--- config.mk ---
export PLATFORM = sky130hd
export DESIGN_NAME = ifm_rx_sort
export DESIGN_NICKNAME = d
export VERILOG_FILES = /design/src/rtl/ifm_rx_sort.sv
export SDC_FILE = /design/constraint.sdc
export NUM_CORES = 1
export LEC_CHECK = 0
export CORE_MARGIN = 2
export CORE_UTILIZATION = 38
export DETAILED_ROUTE_END_ITERATION = 8
export PLACE_DENSITY = 0.89
export SKIP_LAST_GASP = 1
export SYNTH_ARGS = -nofsm -noshare
export SYNTH_HDL_FRONTEND = slang
export SYNTH_SLANG_ARGS = --single-unit
--- constraint.sdc ---
create_clock -name s2mm_clk -period 3.5 [get_ports s2mm_clk]
set_input_delay 0.525 -clock s2mm_clk [delete_from_list [all_inputs] [get_ports s2mm_clk]]
set_output_delay 0.525 -clock s2mm_clk [all_outputs]
set_load 0.01 [all_outputs]
--- src/rtl/ifm_rx_sort.sv ---
// Receive-side frame sorter: forwards good frames to the good FIFO and appends a 6-word status record, discards bad frames.
// Optional frame statistics counters are built only when IFM_RX_SORT_STATS_EN is defined.
module ifm_rx_sort #(
  parameter logic [3:0] C_STS_TAG   = 4'h5,
  parameter int         C_MAX_BYTES = 2048
) (
  input  logic        s2mm_clk,
  input  logic        sys_rst,
  input  logic        info_fifo_empty,
  input  logic [7:0]  info_fifo_rdata,
  output logic        info_fifo_rden,
  input  logic        data_fifo_empty,
  input  logic [72:0] data_fifo_rdata,
  output logic        data_fifo_rden,
  output logic [72:0] good_fifo_wdata,
  output logic        good_fifo_wren,
  input  logic        good_fifo_afull,
  output logic [36:0] ctrl_fifo_wdata,
  output logic        ctrl_fifo_wren,
  input  logic        ctrl_fifo_afull,
  output logic [31:0] good_frame_cnt,
  output logic [31:0] drop_frame_cnt
);

  typedef enum logic [1:0] {IDLE, FWD, STS, DROP} state_t;

  // The status byte count is 16 bits wide, so larger frames cannot be reported.
  if (C_MAX_BYTES < 8 || C_MAX_BYTES > 65535) begin : g_bad_max_bytes
    $error("ifm_rx_sort: C_MAX_BYTES out of range");
  end

  state_t      state;
  logic [7:0]  info_q;
  logic [15:0] byte_cnt;
  logic [2:0]  sts_idx;
  logic [36:0] sts_word;
  logic [16:0] byte_sum;
  logic [15:0] byte_next;
  logic        data_tlast;
  logic [7:0]  data_tkeep;
  logic        sts_done;
  logic        drop_done;

  function automatic logic [3:0] popcount8(input logic [7:0] v);
    logic [3:0] n;
    n = '0;
    for (int i = 0; i < 8; i++) n = n + {3'b000, v[i]};
    return n;
  endfunction

  assign data_tlast = data_fifo_rdata[72];
  assign data_tkeep = data_fifo_rdata[71:64];

  // Read strobes are combinational so a FWFT word is consumed in the cycle it is accepted.
  // NOTE: every always_comb output gets a default first so no path leaves it unassigned, which would infer a latch.
  always_comb begin
    info_fifo_rden = 1'b0;
    data_fifo_rden = 1'b0;
    if (!sys_rst) begin
      unique case (state)
        IDLE:    info_fifo_rden = !info_fifo_empty;
        FWD:     data_fifo_rden = !data_fifo_empty && !good_fifo_afull;
        DROP:    data_fifo_rden = !data_fifo_empty;
        default: ;
      endcase
    end
  end

  always_comb begin
    byte_sum  = {1'b0, byte_cnt} + {13'b0, popcount8(data_tkeep)};
    byte_next = byte_sum[16] ? 16'hFFFF : byte_sum[15:0];
  end

  always_comb begin
    unique case (sts_idx)
      3'd0:    sts_word = {1'b0, 4'hF, C_STS_TAG, 20'h0, info_q};
      3'd5:    sts_word = {1'b1, 4'hF, 16'h0, byte_cnt};
      default: sts_word = {1'b0, 4'hF, 32'h0};
    endcase
  end

  assign sts_done  = (state == STS) && !ctrl_fifo_afull && (sts_idx == 3'd5);
  assign drop_done = (state == DROP) && data_fifo_rden && data_tlast;

  // NOTE: sequential state uses non-blocking assignments so every register samples pre-edge values.
  always_ff @(posedge s2mm_clk or posedge sys_rst) begin
    if (sys_rst) begin
      state           <= IDLE;
      info_q          <= '0;
      byte_cnt        <= '0;
      sts_idx         <= '0;
      good_fifo_wren  <= 1'b0;
      good_fifo_wdata <= '0;
      ctrl_fifo_wren  <= 1'b0;
      ctrl_fifo_wdata <= '0;
    end else begin
      good_fifo_wren <= 1'b0;
      ctrl_fifo_wren <= 1'b0;
      unique case (state)
        IDLE: begin
          if (!info_fifo_empty) begin
            info_q   <= info_fifo_rdata;
            byte_cnt <= '0;
            sts_idx  <= '0;
            state    <= (info_fifo_rdata[0] && !info_fifo_rdata[1]) ? FWD : DROP;
          end
        end
        FWD: begin
          if (data_fifo_rden) begin
            good_fifo_wren  <= 1'b1;
            good_fifo_wdata <= data_fifo_rdata;
            byte_cnt        <= byte_next;
            if (data_tlast) state <= STS;
          end
        end
        STS: begin
          // The index only advances on an actual write, so afull never duplicates a word.
          if (!ctrl_fifo_afull) begin
            ctrl_fifo_wren  <= 1'b1;
            ctrl_fifo_wdata <= sts_word;
            if (sts_idx == 3'd5) begin
              sts_idx <= '0;
              state   <= IDLE;
            end else begin
              sts_idx <= sts_idx + 3'd1;
            end
          end
        end
        DROP: begin
          if (drop_done) state <= IDLE;
        end
        default: state <= IDLE;
      endcase
    end
  end

`ifdef IFM_RX_SORT_STATS_EN
  always_ff @(posedge s2mm_clk or posedge sys_rst) begin
    if (sys_rst) begin
      good_frame_cnt <= '0;
      drop_frame_cnt <= '0;
    end else begin
      if (sts_done)  good_frame_cnt <= good_frame_cnt + 32'd1;
      if (drop_done) drop_frame_cnt <= drop_frame_cnt + 32'd1;
    end
  end
`else
  assign good_frame_cnt = 32'h0;
  assign drop_frame_cnt = 32'h0;
`endif

endmodule

==> summary.md <==
| Metric | Value |
|---|---|
| # nets final | 909 |
| Via count | 4725 |
| Fill cells | 1309 |
| Post-route antenna net violation count | 0 |
| Area grow syn2layout | 42.4% |
| CP Launch Type | input port |
| I/O pin cnt | 265 |
| Port Buffers | 186 |
| Layout cells sized above 1 | 8.63% |
| CP required | 3.77 ns |
| CTS tree | done |
| Insertion delay to the later sink of the worst-skew pair | 0.40 ns |
| Core footprint | 15000 µm² |
| Clock sinks | 123 |
| Pins Over Slew Limit | 0 |
| Min cycle time layout | 3.38 ns |
| Final GP Congestion | 0.818 |
| Crit path kind | in -> reg |
| Finish-stage setup viols | 0 |
| First-pass GRT wire length | 23.1 mm |
| Vias/cell | 4.67 |
| Vias in the first global route | 4590 |
| Register area | 3080 µm² |
| Die width | 127 µm |
| Layout Skew | 0.00732 ns |
| Bufs on Longest Clock Path | 2 |
| Worst setup EP type | flop |
| WL/cell | 14.4 µm |
| Multi-input gate area | 2260 µm² |
| Post-synthesis register bit count | 123 |
| Gr usage total | 18.1% |
| R2R setup slack | 0.51 ns |
| Iter 0 DRT Violations | 313 |
| Final period util | 96.7% |
| Row cnt | 45 |
| Status | finished, final reports clean |
| Distinct cell type count after synthesis | 46 |
| Most common cell after layout, fill and taps aside | nand2_1 |
| Critical path data arrival time | 3.65 ns |
| Sequential area share after synthesis | 53.2% |
| Cells after Synth | 623 |
| Peak Freq | 296 MHz |
| Avg Cell Area, Syn | 9.28 µm² |
| Root buffer cell | clkbuf_16 |
| Die area | 16200 µm² |
| Starting Density | 38.5% |
| Min-delay worst type | in -> reg |
| RSZ-0062 raised after global routing | false |
| Most frequent cells in the layout | 240 x nand2_1, 183 x clkdlybuf4s50_1, 123 x dfrtp_1 |
| Remaining DRCs | 0 |
| Die Y | 127 µm |
| Leak pwr | 4.09 nW |
| Core Util, Final | 54.8% |
| Worst VDD drop | 0.392 mV |
| Initial antenna violation count | 0 |
| Remaining Overflow, GRT | 0 |
| Cell area power density | 793 nW/µm² |
| Pin count of the biggest net entering global routing | 77 |
| Clock transition at path regs | 0.05 ns |
| Final WL | 14.6 mm |
| Initial DRT Pass Iterations | 4 |
| Setup tns final | 0 ns |
| Worst-Margin Slew | 0.939 ns |
| H-tree depth | 4 |
| Mapped Area | 5780 µm² |
| Final hold vios | 0 |
| Yosys warns | 0 |
| # diodes | 0 |
| Final hold slack | 0.324 ns |
| Worst Path Max Fanout | 7 |
| Max Cap Viol | 0 |
| Post-DP HPWL | 10.4 mm |
| Slew margin rel. | 36.9% |
| CTS buffer count | 17 |
==> Yosys cell counts, drive strengths merged <==
master   number  area [µm²]
xnor2         3        26.3
and4          6        52.6
a31o          1        8.76
buf          92         669
nor2b         2        12.5
nand3         2        10.0
nand4         1        6.26
nand2       240         901
a211oi        5        37.5
clkbuf       17        63.8
a31oi         6        37.5
and3          7        48.8
and3b         1        8.76
o2111ai       1        8.76
a222oi        8        80.1
and2          2        12.5
dfrtp       123        3080
nor3b         1        7.51
nor4          1        12.5
o22ai         1        6.26
a21oi        15        86.3
conb          1        3.75
ha            6        75.1
a311oi        3        32.5
fa            5         100
nor3          8        45.0
nand2b        3        18.8
a22o          9        78.8
o21ai        11        55.1
o41ai         1        8.76
or2           1        6.26
or3b          1        8.76
a41oi         1        8.76
nor2          9        33.8
a21boi        1        7.51
a21o          3        22.5
or3           2        12.5
inv          23        91.3
==> final timing paths <==
| check | from | endpoint | cells past startpoint |
|---|---|---|---|
| setup / recovery | data_fifo_rdata[64] | byte_cnt[13] | 14 |
| hold / removal | data_fifo_rdata[64] | good_fifo_wdata[64] | 3 |
| setup reg to reg | byte_cnt[0] | byte_cnt[13] | 12 |
| hold reg to reg | good_fifo_wdata[26] | good_fifo_wdata[26] | 2 |
| max in group asynchronous | sys_rst | good_fifo_wdata[44] | 3 |
| min in group asynchronous | sys_rst | good_fifo_wdata[68] | 3 |
==> where the power goes <==
part | internal, mW | total (mW) | switching (mW)
combinational | 1.32 | 2.45 | 1.13
clock | 1.12 | 1.73 | 0.603
sequential | 2.00 | 2.35 | 0.357
==> logic make-up after synthesis <==
kind of cell	count (synthesis)	synth area share, %
and+or+nand+nor	287	20.7
buffers and inverters	132	14.3
DFF	123	53.2
AOI/OAI and AO/OA	66	8.29
adders and majority gates	11	3.03
xor gates and xnor gates	3	0.454
other	1	0.0648
==> routing by layer <==
layer | share of wire [%] | track usage (%) | wire length [µm]
met5 | 0 | 0 | 0
met4 | 2.8 | 8.86 | 414
met3 | 6.3 | 4.52 | 917
met2 | 47 | 27.7 | 6880
met1 | 44 | 24.2 | 6350
==> repair_timing <==
item                       4_1_cts  5_1_grt
hold buffers                     0        0
resized for setup               22        2
buffers inserted                 0        3
setup endpoints to repair       16       13
pin swaps                       12        7
cloned                           1        0
hold endpoints to repair         0        0
==> worst max-delay path, stage by stage <==
cell      delay (ns)
buf_8           0.10
fa_1            0.55
inv_2           0.06
fa_1            0.47
fa_1            0.51
fa_2            0.21
inv_2           0.04
fa_2            0.36
a211oi_4        0.26
nor2_4          0.10
buf_4           0.14
nand3_1         0.09
a31o_2          0.17
o41ai_2         0.06
==> final cells by class <==
| cell class | instances | area share, % |
|---|---|---|
| Clock inverter | 5 | 0.669 |
| Sequential cell | 123 | 37.4 |
| Timing Repair Buffer | 200 | 24.0 |
| Inverter | 23 | 1.15 |
| Clock buffer | 26 | 6.55 |
| Tap cell | 188 | 2.86 |
| Multi-Input combinational cell | 446 | 27.4 |
==> sequential cells by signal, indices dropped and copies added, names as in the netlist <==
signal	cells
byte_cnt	16
ctrl_fifo_wdata	19
ctrl_fifo_wren	1
good_fifo_wdata	73
good_fifo_wren	1
info_q	8
state	2
sts_idx	3
==> per-stage QoR <==
step	power [mW]	cells	worst slack [ns]	area, µm²
after floorplan	3.45	700	-0.0255	6110
after global routing	6.92	1011	0.0179	8230
after detailed placement	4.80	976	-0.929	7570
final	6.53	1011	0.116	8230
after CTS	6.59	1008	-0.0284	8200
after global placement	4.69	976	-0.785	7570
No activity file was read; power rests on OpenSTA's default activity.
